==> src/rtl/regfile_pkg.sv <==
// Shared definitions for the two-read/one-write register file.
//   rf_state_t : clear-sequencer states (CLEAR while zeroing storage, READY after)
//   RF_XLEN    : default data width
//   RF_NREGS   : default register count
//   rf_idx_ok  : true when an index names a real, writable/readable register
package regfile_pkg;

    typedef enum logic {
        CLEAR = 1'b0,
        READY = 1'b1
    } rf_state_t;

    localparam int RF_XLEN  = 32;
    localparam int RF_NREGS = 32;

    // An index is usable when it lies inside the array and is not the
    // hardwired-zero register (when that option is enabled).
    function automatic logic rf_idx_ok(input int unsigned idx,
                                       input int unsigned nregs,
                                       input logic        zero_reg);
        return (idx < nregs) && !(zero_reg && (idx == 0));
    endfunction

endpackage

==> src/rtl/regfile_clear_ctrl.sv <==
// Post-reset clear sequencer for regfile_2r1w.
// Walks cnt from 0 to NREGS-1, requesting one zero write per cycle, then
// settles in READY until the next reset.
// Ports:
//   clk      : clock, rising edge
//   rst      : synchronous active-high reset, restarts the sequence
//   ready    : high once every register has been cleared
//   clr_we   : clear write request (active for the whole CLEAR state)
//   clr_addr : register being cleared this cycle
module regfile_clear_ctrl
    import regfile_pkg::*;
#(
    parameter int NREGS = RF_NREGS,
    parameter int AW    = (NREGS > 1) ? $clog2(NREGS) : 1
) (
    input  logic          clk,
    input  logic          rst,
    output logic          ready,
    output logic          clr_we,
    output logic [AW-1:0] clr_addr
);

    localparam logic [AW-1:0] LAST_IDX = AW'(NREGS - 1);

    rf_state_t     state_q, state_d;
    logic [AW-1:0] cnt_q, cnt_d;

    always_comb begin
        state_d = state_q;
        cnt_d   = cnt_q;
        if (rst) begin
            state_d = CLEAR;
            cnt_d   = '0;
        end else if (state_q == CLEAR) begin
            // The write to LAST_IDX happens on this same edge, so the
            // storage is fully zeroed when READY is entered.
            if (cnt_q == LAST_IDX) begin
                state_d = READY;
                cnt_d   = '0;
            end else begin
                cnt_d = cnt_q + AW'(1);
            end
        end
    end

    always_ff @(posedge clk) begin
        state_q <= state_d;
        cnt_q   <= cnt_d;
    end

    // Pure decodes of flops: no combinational path from any input.
    assign ready    = (state_q == READY);
    assign clr_we   = (state_q == CLEAR);
    assign clr_addr = cnt_q;

endmodule

==> src/rtl/regfile_2r1w.sv <==
// Two-read/one-write register file with sequenced post-reset clear.
// Parameters:
//   XLEN     : data width
//   NREGS    : number of registers (2..256)
//   ZERO_REG : nonzero -> register 0 reads as 0, writes to it are dropped
//   BYPASS   : nonzero -> same-cycle write data is forwarded to reads
// Ports:
//   clk, rst   : clock and synchronous active-high reset
//   ready      : clear sequence finished, accesses accepted
//   r          : read enable for both ports
//   rs1, rs2   : read indices
//   rs1v, rs2v : registered read data (1-cycle latency, held when r=0)
//   we, rd, din: write enable, write index, write data
module regfile_2r1w
    import regfile_pkg::*;
#(
    parameter int XLEN     = RF_XLEN,
    parameter int NREGS    = RF_NREGS,
    parameter int ZERO_REG = 1,
    parameter int BYPASS   = 1,
    localparam int AW      = (NREGS > 1) ? $clog2(NREGS) : 1
) (
    input  logic            clk,
    input  logic            rst,
    output logic            ready,
    input  logic            r,
    input  logic [AW-1:0]   rs1,
    input  logic [AW-1:0]   rs2,
    output logic [XLEN-1:0] rs1v,
    output logic [XLEN-1:0] rs2v,
    input  logic            we,
    input  logic [AW-1:0]   rd,
    input  logic [XLEN-1:0] din
);

    logic            clr_we;
    logic [AW-1:0]   clr_addr;
    logic            user_we;
    logic            mem_we;
    logic [AW-1:0]   mem_waddr;
    logic [XLEN-1:0] mem_wdata;
    logic [XLEN-1:0] mem [NREGS];
    logic [AW-1:0]   rd_idx [2];

    regfile_clear_ctrl #(
        .NREGS (NREGS),
        .AW    (AW)
    ) u_clear_ctrl (
        .clk      (clk),
        .rst      (rst),
        .ready    (ready),
        .clr_we   (clr_we),
        .clr_addr (clr_addr)
    );

    // A user write needs READY, no reset this cycle, and a legal target.
    assign user_we = ready && we && !rst &&
                     rf_idx_ok(32'(rd), NREGS, ZERO_REG != 0);

    // The clear sequencer and the user port never overlap (CLEAR vs READY),
    // so a simple priority mux shares the single write port.
    assign mem_we    = clr_we || user_we;
    assign mem_waddr = clr_we ? clr_addr : rd;
    assign mem_wdata = clr_we ? '0 : din;

    always_ff @(posedge clk) begin
        if (mem_we) begin
            mem[mem_waddr] <= mem_wdata;
        end
    end

    assign rd_idx[0] = rs1;
    assign rd_idx[1] = rs2;

    // Identical read ports; each reads the pre-write array contents so the
    // non-bypass case returns the old value on a same-cycle collision.
    for (genvar gi = 0; gi < 2; gi++) begin : g_port
        logic            idx_ok;
        logic            hit;
        logic [XLEN-1:0] rsv_q, rsv_d;

        always_comb begin
            idx_ok = rf_idx_ok(32'(rd_idx[gi]), NREGS, ZERO_REG != 0);
            hit    = (BYPASS != 0) && user_we && (rd == rd_idx[gi]);
            rsv_d  = rsv_q;
            if (rst) begin
                rsv_d = '0;
            end else if (ready && r) begin
                if (!idx_ok) begin
                    rsv_d = '0;
                end else if (hit) begin
                    rsv_d = din;
                end else begin
                    rsv_d = mem[rd_idx[gi]];
                end
            end
        end

        always_ff @(posedge clk) begin
            rsv_q <= rsv_d;
        end
    end

    assign rs1v = g_port[0].rsv_q;
    assign rs2v = g_port[1].rsv_q;

endmodule

==> config.mk <==
export PLATFORM = sky130hd
export DESIGN_NAME = regfile_2r1w
export DESIGN_NICKNAME = d
export VERILOG_FILES = /design/src/rtl/regfile_pkg.sv /design/src/rtl/regfile_clear_ctrl.sv /design/src/rtl/regfile_2r1w.sv
export SDC_FILE = /design/constraint.sdc
export NUM_CORES = 1
export LEC_CHECK = 0
export BUFFER_PORTS_ARGS = -buffer_cell sky130_fd_sc_hd__buf_2
export CORE_ASPECT_RATIO = 1.5
export CORE_MARGIN = 8
export CORE_UTILIZATION = 62
export CTS_CLUSTER_DIAMETER = 80
export CTS_CLUSTER_SIZE = 8
export DETAILED_ROUTE_END_ITERATION = 7
export PLACE_DENSITY_LB_ADDON = 0.1
export SLEW_MARGIN = 20
export SYNTH_ARGS = -nofsm -noshare
export SYNTH_HDL_FRONTEND = slang
export SYNTH_HIERARCHICAL = 1
export SYNTH_SLANG_ARGS = --single-unit
==> constraint.sdc <==
create_clock -name clk -period 4.8 [get_ports clk]
set_input_delay 1.2 -clock clk [delete_from_list [all_inputs] [get_ports clk]]
set_output_delay 1.2 -clock clk [all_outputs]
set_load 0.05 [all_outputs]
==> qor.tcl <==
set qor(wl_um) 162000
set qor(ys_ff_latch) 1094
set qor(dieArea_mm2) 0.0907
set qor(fin_nets) 3004
set qor(min_period_over_period_pct) 77.8
set qor(detailedRoute.firstPassIterationCount) 7
set qor(leading_register_cell_type_out_of_synthesis) {sky130_fd_sc_hd__edfxtp_1}
set qor(worst_r2r_startpoint) {u_clear_ctrl/ready}
set qor(synth_enable_flop_cells) 1024
set qor(design.core.area_mm2) 0.0809
set qor(ff2ff_setup_slack_ns) 1.07
set qor(synth_largest_area_cell) {sky130_fd_sc_hd__edfxtp_1}
set qor(synthToLayoutAreaGrowth_pct) 14.2
set qor(fin_crit_ns) 3.73
set qor(final_layout_size_suffix_gt1_share_pct) 33.1
set qor(via_count_of_the_first_global_routing_pass) 32700
set qor(ctsLongestPathBuffers) 3
set qor(timing.max_cap.violations) 0
set qor(tightest_slew_ns) 1.18
set qor(yosys-top-cells-area) {sky130_fd_sc_hd__edfxtp_1 61%, sky130_fd_sc_hd__mux4_2 19%, sky130_fd_sc_hd__mux2i_1 3.8%, sky130_fd_sc_hd__dfxtp_1 2.8%, sky130_fd_sc_hd__a22oi_1 2.4%}
set qor(maxClockFrequency_mhz) 268
set qor(fin_skew_ns) 0.0247
set qor(fp.dieW_um) 249
set qor(hold_viol) 0
set qor(synthDominantCellAreaShare_pct) 61.1
set qor(synth.yosys.warnings) 6
set qor(ys_async_sr_fraction_pct) 0
set qor(finish.utilization_pct) 71.1
set qor(power.share.combinational_pct) 7.2
set qor(cts.repair.resized) 0
set qor(place_hpwl_um) 96400
set qor(data_required_time_at_the_worst_endpoint_ns) 5.21
set qor(grt_setup_unrepaired) {false}
set qor(switching_share_pct) 22.1
set qor(grt_util_all_layers_pct) 35.9
set qor(cp-startpoint) {u_clear_ctrl/ready}
set qor(antenna_cells) 0
set qor(post-cts-setup-buffers) 0
set qor(sequentialPowerShare_pct) 47.6
set qor(vertical_extent_of_the_die_um) 365
set qor(hp-class) {flip-flop to flip-flop}
set qor(grt_pass1_wl_um) 233000
set qor(synth.cells.most_frequent) {1024 x sky130_fd_sc_hd__edfxtp_1, 418 x sky130_fd_sc_hd__mux4_2, 189 x sky130_fd_sc_hd__mux2i_1}
set qor(ir_worst_vdd_mv) 0.350
set qor(status) {complete, no violations}
set qor(place.port_buffers) 115
set qor(1st_iter_drt_viols) 4178
set qor(route.vias.total) 31400
set qor(synthDistinctLibCells) 58
set qor(pwr_density_cell_mw_per_mm2) 382
set qor(cts_inserted_buffers) 154
set qor(net-switching-power_w) 0.00485
set qor(setup_tns_ns) 0
set qor(ctsHtreeMaxLevel) 4
set qor(clk_root_buffer_cell) {sky130_fd_sc_hd__clkbuf_16}
set qor(route.detailed.vias_per_inst) 7.71
set qor(routabilityCongestion) 0.902
set qor(timing.max_slew.rel_slack_pct) 21.4
set qor(crit_path_end_kind) {flip-flop}
set qor(cts_hold_repair.buffers) 0
set qor(whs_ns) 0.474
set qor(drtAntennaViolNets) 0
set qor(syn_avg_cell_area_um2) 18.4
set qor(path_clk_slew_ns) 0.06
set qor(grt_remaining_overflow) 0
set qor(worst_r2r_endpoint) {mem[28][27]}
set qor(rr_worst_depth) 5
set qor(start_util_pct) 62.2
set qor(synth_most_common_cell) {sky130_fd_sc_hd__edfxtp_1}
set qor(crit_arrival_ns) 4.15
set qor(netlist_area_before_placement_mm2) 0.0503
set qor(cp-endpoint) {mem[28][27]}
set qor(crit_path_max_fanout) 35
set qor(power.clock.fraction_pct) 45.2
set qor(critical_path_class) {flip-flop to flip-flop}
set qor(static-leakage-power_nw) 19.7
set qor(placement_rows) 128
set qor(wire_per_inst_um) 39.9
set qor(crit_path_start_kind) {flip-flop}
set qor(clock-sinks) 1094
set qor(grt_antenna_before_repair) 0
set qor(maxSlewViolCount) 0
set qor(postSynthNetCount) 2788
set qor(grt_start_max_net_pins) 83
set qor(ios) 116
set qor(clock_tree_from_tritoncts) {built}
set qor(seq_area_frac_synth_pct) 63.9
set qor(intPower_w) 0.0171
set qor(insertion_delay_ns) 0.76
set qor(drc) 0
set qor(netlist_instances) 2735
set qor(finalSetupViolations) 0
## state kept, by name, summed over array words and instances (netlist names)
name and cells:
u_clear_ctrl/clr_addr 5, rs2v 32, mem 1024, u_clear_ctrl/ready 1, rs1v 32
## layer usage
layer | track usage (%) | vias to the layer above | wire length, um
met2 | 56.9 | 2598 | 76500
li1 | - | 12000 | -
met3 | 10.3 | 704 | 20600
met5 | 0 | - | 0
met1 | 43.7 | 16000 | 53200
met4 | 22.7 | 0 | 11800
## power groups by stage
stage | combinational, W | clock (W) | sequential (W)
2_1_floorplan | 0.00102 | 0 | 0.0106
4_1_cts | 0.00157 | 0.00997 | 0.0105
3_3_place_gp | 0.00154 | 0 | 0.0106
6_report | 0.00159 | 0.00992 | 0.0105
3_5_place_dp | 0.00156 | 0 | 0.0106
5_1_grt | 0.00164 | 0.0104 | 0.0105
## cell type report
cell class                      count  area, um^2
Sequential cell                  1094       32200
Fill cell                        4962       23400
Inverter                            6        22.5
Tap cell                         1040        1300
Clock buffer                      227        4270
Timing Repair Buffer              284        2290
Clock inverter                      8        77.6
Multi-Input combinational cell   1411       17400
## cells in the final DEF, fill, tap and decap left out, drive strengths merged, types with 47 or more instances in the layout
cell type and instances:
dfxtp 70, a22oi 160, mux2i 189, edfxtp 1024, mux2 75, nor2 48
mux4 420, nand3 47, nand2 96, clkbuf 227, buf 284
## logic make-up after synthesis
group                    count (synthesis)  synth area share [%]
buffers and inverters                  230                  2.25
AO/OA/AOI/OAI                          411                  6.32
flip-flops                            1094                  63.9
adder cells (fa/ha/maj)                  2                0.0497
XOR/XNOR                                10                 0.174
AND/OR/NAND/NOR                        304                  3.04
multiplexers                           684                  24.3
## worst max-delay path, cell delays in order (launching register included)
cell and delay (ns):
sky130_fd_sc_hd__dfxtp_1 0.71, sky130_fd_sc_hd__inv_2 0.50, sky130_fd_sc_hd__o32ai_1 0.46, sky130_fd_sc_hd__nand2_1 0.32, sky130_fd_sc_hd__nor2_4 0.92, sky130_fd_sc_hd__buf_4 0.44
## per-stage QoR
step	power, W	setup WS [ns]	area [um^2]	cells
CTS	0.0220	1.09	57500	4070
global placement	0.0122	0.909	53100	3835
detailed placement	0.0122	0.874	53100	3835
finish	0.0220	1.07	57500	4070
global route	0.0225	1.04	57500	4070
floorplan	0.0116	0.985	50300	2735
## worst min path at each step
stage | from | to | cells past startpoint
2_1_floorplan | u_clear_ctrl/clr_addr[3] | u_clear_ctrl/clr_addr[3] | 2
3_3_place_gp | rs2v[22] | rs2v[22] | 2
3_5_place_dp | rs2v[6] | rs2v[6] | 2
4_1_cts | rs2v[14] | rs2v[14] | 2
5_1_grt | rs1v[25] | rs1v[25] | 1
6_report | rs2v[14] | rs2v[14] | 2
Power figures use the tool's default switching activity.
